--- src/rtl/fetch_unit_pkg.sv ---
// Shared definitions for the instruction fetch unit: next-PC select codes,
// the reset-time NOP encoding and a word-alignment helper.
package fetch_unit_pkg;

  localparam logic [1:0] PC_MUX_PC4     = 2'b00;
  localparam logic [1:0] PC_MUX_BRANCH  = 2'b01;
  localparam logic [1:0] PC_MUX_ALU_OUT = 2'b10;

  // addi x0, x0, 0
  localparam logic [31:0] NOP_INSTR = 32'h0000_0013;

  function automatic logic [31:0] word_align(input logic [31:0] addr);
    return {addr[31:2], 2'b00};
  endfunction

endpackage

--- src/rtl/fetch_unit_pc_target_sel.sv ---
// Combinational redirect decode: decides whether the execute stage is
// redirecting fetch this cycle and, if so, to which word-aligned target.
module pc_target_sel
  import fetch_unit_pkg::*;
(
  input  logic [1:0]  branch,
  input  logic        branch_valid,
  input  logic [31:0] ex_pc,
  input  logic [31:0] ex_imm,
  input  logic [31:0] alu_out,
  output logic        redirect,
  output logic [31:0] target
);

  // Select target; PC_MUX_PC4 and the unused code 2'b11 never redirect
  always_comb begin
    redirect = 1'b0;
    target   = '0;
    if (branch_valid) begin
      case (branch)
        PC_MUX_BRANCH: begin
          redirect = 1'b1;
          target   = word_align(ex_pc + ex_imm);
        end
        PC_MUX_ALU_OUT: begin
          redirect = 1'b1;
          target   = word_align(alu_out);
        end
        default: ;
      endcase
    end
  end

endmodule

--- src/rtl/fetch_unit.sv ---
// Instruction fetch unit: issues one memory request at a time, hands the
// returned word to decode, and tracks execute-stage redirects, discarding
// any in-flight response that a redirect has made stale.
module fetch_unit
  import fetch_unit_pkg::*;
#(
  parameter logic [31:0] RESET_PC = 32'h0000_0000
) (
  input  logic        clk,
  input  logic        rst,
  input  logic [1:0]  branch,
  input  logic        branch_valid,
  input  logic [31:0] ex_pc,
  input  logic [31:0] ex_imm,
  input  logic [31:0] alu_out,
  output logic        imem_req,
  output logic [31:0] imem_addr,
  input  logic        imem_ack,
  input  logic [31:0] imem_rdata,
  output logic        if_valid,
  output logic [31:0] if_instr,
  output logic [31:0] if_pc,
  input  logic        if_ready
);

  typedef enum logic [1:0] {
    IDLE  = 2'd0,
    FETCH = 2'd1,
    HOLD  = 2'd2
  } state_e;

  state_e      state, state_next;
  logic [31:0] pc, pc_next;
  logic [31:0] req_addr, req_addr_next;
  logic        kill, kill_next;
  logic        if_valid_next;
  logic [31:0] if_instr_next, if_pc_next;
  logic        redirect;
  logic [31:0] target;

  pc_target_sel u_pc_target_sel (
    .branch       (branch),
    .branch_valid (branch_valid),
    .ex_pc        (ex_pc),
    .ex_imm       (ex_imm),
    .alu_out      (alu_out),
    .redirect     (redirect),
    .target       (target)
  );

  assign imem_addr = req_addr;

  // State register
  always_ff @(posedge clk or posedge rst) begin
    if (rst) state <= IDLE;
    else     state <= state_next;
  end

  // Next-state, request strobe and datapath next values
  always_comb begin
    state_next    = state;
    pc_next       = pc;
    req_addr_next = req_addr;
    kill_next     = kill;
    if_valid_next = if_valid;
    if_instr_next = if_instr;
    if_pc_next    = if_pc;
    imem_req      = 1'b0;
    case (state)
      IDLE: begin
        state_next = FETCH;
        if (redirect) begin
          pc_next       = target;
          req_addr_next = target;
        end
      end
      FETCH: begin
        imem_req = 1'b1;
        if (imem_ack) begin
          if (kill || redirect) begin
            // Stale response: drop it and reissue at the newest PC
            kill_next     = 1'b0;
            req_addr_next = redirect ? target : pc;
            if (redirect) pc_next = target;
          end else begin
            if_instr_next = imem_rdata;
            if_pc_next    = req_addr;
            if_valid_next = 1'b1;
            pc_next       = req_addr + 32'd4;
            state_next    = HOLD;
          end
        end else if (redirect) begin
          // Request address must stay put until the ack; remember to drop it
          kill_next = 1'b1;
          pc_next   = target;
        end
      end
      HOLD: begin
        if (redirect) begin
          if_valid_next = 1'b0;
          pc_next       = target;
          req_addr_next = target;
          state_next    = FETCH;
        end else if (if_ready) begin
          if_valid_next = 1'b0;
          req_addr_next = pc;
          state_next    = FETCH;
        end
      end
      default: state_next = IDLE;
    endcase
  end

  // Datapath registers
  always_ff @(posedge clk or posedge rst) begin
    if (rst) begin
      pc       <= RESET_PC;
      req_addr <= RESET_PC;
      kill     <= 1'b0;
      if_valid <= 1'b0;
      if_instr <= NOP_INSTR;
      if_pc    <= RESET_PC;
    end else begin
      pc       <= pc_next;
      req_addr <= req_addr_next;
      kill     <= kill_next;
      if_valid <= if_valid_next;
      if_instr <= if_instr_next;
      if_pc    <= if_pc_next;
    end
  end

endmodule

--- config.mk ---
export PLATFORM = sky130hd
export DESIGN_NAME = fetch_unit
export DESIGN_NICKNAME = d
export VERILOG_FILES = /design/src/rtl/fetch_unit_pkg.sv /design/src/rtl/fetch_unit_pc_target_sel.sv /design/src/rtl/fetch_unit.sv
export SDC_FILE = /design/constraint.sdc
export NUM_CORES = 1
export LEC_CHECK = 0
export ABC_CLOCK_PERIOD_IN_PS = 4700
export BUFFER_PORTS_ARGS = -buffer_cell sky130_fd_sc_hd__clkbuf_2
export CAP_MARGIN = 20
export CELL_PAD_IN_SITES_DETAIL_PLACEMENT = 0
export CELL_PAD_IN_SITES_GLOBAL_PLACEMENT = 1
export CORE_MARGIN = 8
export CORE_UTILIZATION = 25
export CTS_BUF_LIST = sky130_fd_sc_hd__clkbuf_4
export DETAILED_ROUTE_END_ITERATION = 7
export PLACE_DENSITY = 0.53
export SYNTH_ARGS = -nofsm -noshare
export SYNTH_HDL_FRONTEND = slang
export SYNTH_HIERARCHICAL = 1
export SYNTH_SLANG_ARGS = --single-unit
--- constraint.sdc ---
create_clock -name clk -period 4.7 [get_ports clk]
set_clock_uncertainty 0.05 [all_clocks]
set_input_delay 0 -clock clk [delete_from_list [all_inputs] [get_ports clk]]
set_output_delay 0 -clock clk [all_outputs]
set_load 0.02 [all_outputs]
==> flow_summary_export.csv <==
group,metric,value,unit
logic_synthesis,yosysSeqAreaShare,40.8,%
sta,max_freq,0.370,GHz
sta,hold_viol_final,0,
cts,numCtsBuffers,17,
cts,post_cts_buffers,0,
logic_synthesis,yosysTopAreaCell,"dfrtp_1",
route,wl_per_cell,17.3,µm
logic_synthesis,syn_area,8100,µm²
setup_path,end_kind,"register",
finish,final_cell_mix,"clkbuf_2, dfrtp_1, nand2_1",
hold_path,hold_class,"input port to register",
die,die_w,196,µm
place,dp.cells,1451,
route,vias,7183,
finish,nets,1298,
finish,n_fill_cell,3387,
die,io_pins,233,
route,dr.first_iter.drc_count,264,
setup_path,cp_max_fo,18,
place,hpwl,20.7,mm
sta,fin_crit,2.70,ns
sta,period_share,57.4,%
route,drc,0,
logic_synthesis,ys_warn_count,6,
route,via_per_inst,4.64,
sta,rsz0062_at_grt,"no",
setup_path,reg2reg_setup_slack,2.24,ns
cts,h-tree-depth,4,
sta,setup_viol,0,
logic_synthesis,async_flop_share,100,%
sta,tightest_slew,1.05,ns
status,status,"finished clean",
sta,tns,0,ns
cts,cts_root_buffer,"clkbuf_4",
run,maxCapViolCount,0,
global_route,grt_pass1_vias,7606,
logic_synthesis,yosysTopAreaCellShare,39.8,%
finish,syn2layout_area_growth,31.0,%
global_route,overflow,0,
die,start_util,25.2,%
route,drtAntennaViolNets,0,
place,port_buffers,230,
cts,clk_pin_slew,0.14,ns
cts,clock-sinks,132,
power_and_ir_drop,vdd_drop_max,0.000247,V
finish,drive_gt1_share,31.3,%
logic_synthesis,ys_top_cells_by_area,"dfrtp_1, mux2_2, ha_1",
setup_path,worstPathRequired,5.08,ns
logic_synthesis,yosys_register_bits,132,
die,dieArea,38400,µm²
logic_synthesis,ys.flop_type,"dfrtp_1",
place,place_congestion,0.780,
setup_path,setup.worst_path.class,"input port to register",
setup_path,cp-start-kind,"input port",
cts,insertion_delay,0.54,ns
route,wirelength,26.8,mm
logic_synthesis,synthesis.instances,852,
power_and_ir_drop,p_per_area,526,nW/µm²
logic_synthesis,ys_types,68,
route,drt_first_pass_iters,5,
power_and_ir_drop,power_leakage,5.04,nW
global_route,grt_use_total,14.1,%
logic_synthesis,avgSynthCellArea,9.51,µm²
global_route,antenna_found_initial,1,
global_route,grt_pass1_wl,43.2,mm
global_route,grt_max_degree,93,
cts,cts-hold-fix-buffers,64,
finish,stdcell_count,1548,
die,core,32200,µm²
sta,slew_viol_final,0,
die,die_y,196,µm
cts,cts_buffer_depth,2,
setup_path,cp_data_arrival_time,3.08,ns
logic_synthesis,synth-edff-count,0,
die,num_rows,66,
finish,final_common_cell,"clkbuf_2",
cts,cts_tree,"yes",
cts,ctsResizeCount,0,
sta,relSlewSlack,30.3,%
critical path: stages:
cell	delay, ns
dlygate4sd3_1	0.52
clkbuf_2	0.09
nand2b_1	0.15
inv_1	0.55
clkinv_1	0.43
nand2_2	0.57
buf_4	0.42
mux2i_1	0.23
o21ai_0	0.09
synth_stat cells (2+ instances only):
library cell / instances
dfrtp_1: 129
nand2_1: 94
o21ai_0: 81
mux2_2: 64
a21oi_1: 57
nor2_1: 43
ha_1: 37
mux2i_1: 34
xnor2_1: 32
clkbuf_1: 31
a22oi_1: 24
inv_1: 24
xor2_1: 20
nand3_1: 18
o22ai_1: 17
nand4_1: 16
a21o_1: 15
buf_2: 13
nor3_1: 12
and3_1: 9
o21bai_1: 8
a31oi_1: 5
or3_1: 4
and2_1: 3
dfstp_2: 3
nand2b_1: 3
nor4_1: 3
o211ai_1: 3
o21ai_1: 3
or4_1: 3
a21boi_0: 2
a32o_1: 2
buf_4: 2
nor2b_1: 2
nor3b_1: 2
o31ai_1: 2
path summary, 6_finish.rpt:
kind / from / to / depth (start not counted)
max reg2reg: state[0]$_DFFE_PP0P_ / pc[26]$_DFFE_PP0N_ / 7
min in group asynchronous: rst / if_pc[24]$_DFFE_PP0P_ / 3
max in group asynchronous: rst / pc[16]$_DFFE_PP0N_ / 4
max: branch_valid / imem_addr[13]$_DFFE_PP0P_ / 9
min: alu_out[2] / imem_addr[2]$_DFFE_PP0P_ / 5
min reg2reg: pc[5]$_DFFE_PP0N_ / pc[5]$_DFFE_PP0N_ / 2
metal layers:
metal	GRT usage [%]	vias to the layer above	wire, µm
met5	0	-	0
met4	3.26	0	308
met3	3.27	20	1220
met2	22.8	187	12200
met1	18.8	3343	13100
li1	-	3633	-
final cells by class:
cell class | instances | area (µm²) | area share, %
Antenna cell | 1 | 2.50 | 0.0236
Clock buffer | 18 | 135 | 1.27
Clock inverter | 14 | 200 | 1.89
Inverter | 25 | 98.8 | 0.931
Multi-Input combinational cell | 648 | 4510 | 42.5
Sequential cell | 132 | 3310 | 31.1
Tap cell | 408 | 510 | 4.81
Timing Repair Buffer | 302 | 1850 | 17.4
registers in the layout, indices dropped and copies added (netlist names):
signal     count
if_instr      32
if_pc         32
imem_addr     32
pc            32
state          2
if_valid       1
kill           1
cell families (layout without fill, tap and decap cells):
logic type                 count (synthesis)  count (layout)  synth area share [%]
buffers and inverters                     73             359                  3.77
and+or+nand+nor                          224             224                  13.4
other                                      1               3                0.0463
DFF                                      132             132                  40.8
AOI/OAI and AO/OA                        235             235                  17.5
muxes                                     98              98                  13.1
adders and majority gates                 37              37                  5.71
xor gates and xnor gates                  52              52                  5.62
where the power goes:
group	internal, mW	total, mW	switching (mW)
Combinational	1.05	2.63	1.58
Clock	0.436	0.904	0.468
Sequential	1.63	2.05	0.412
Total	3.12	5.58	2.46
stage by stage:
stage | util [%] | worst slack [ns] | total power, mW | area (µm²) | hold slack, ns
floorplan | - | 1.13 | 3.78 | 8110 | 0.0358
global placement | 29.9 | 1.51 | 4.69 | 9640 | 0.185
detailed placement | 29.9 | 1.52 | 4.72 | 9640 | 0.186
CTS | 33.0 | 2.02 | 5.69 | 10600 | 0.00617
global route | 33.0 | 1.79 | 6.02 | 10600 | 0.0579
finish | 33.0 | 2.00 | 5.58 | 10600 | 0.0792
Power figures use the tool's default switching activity.
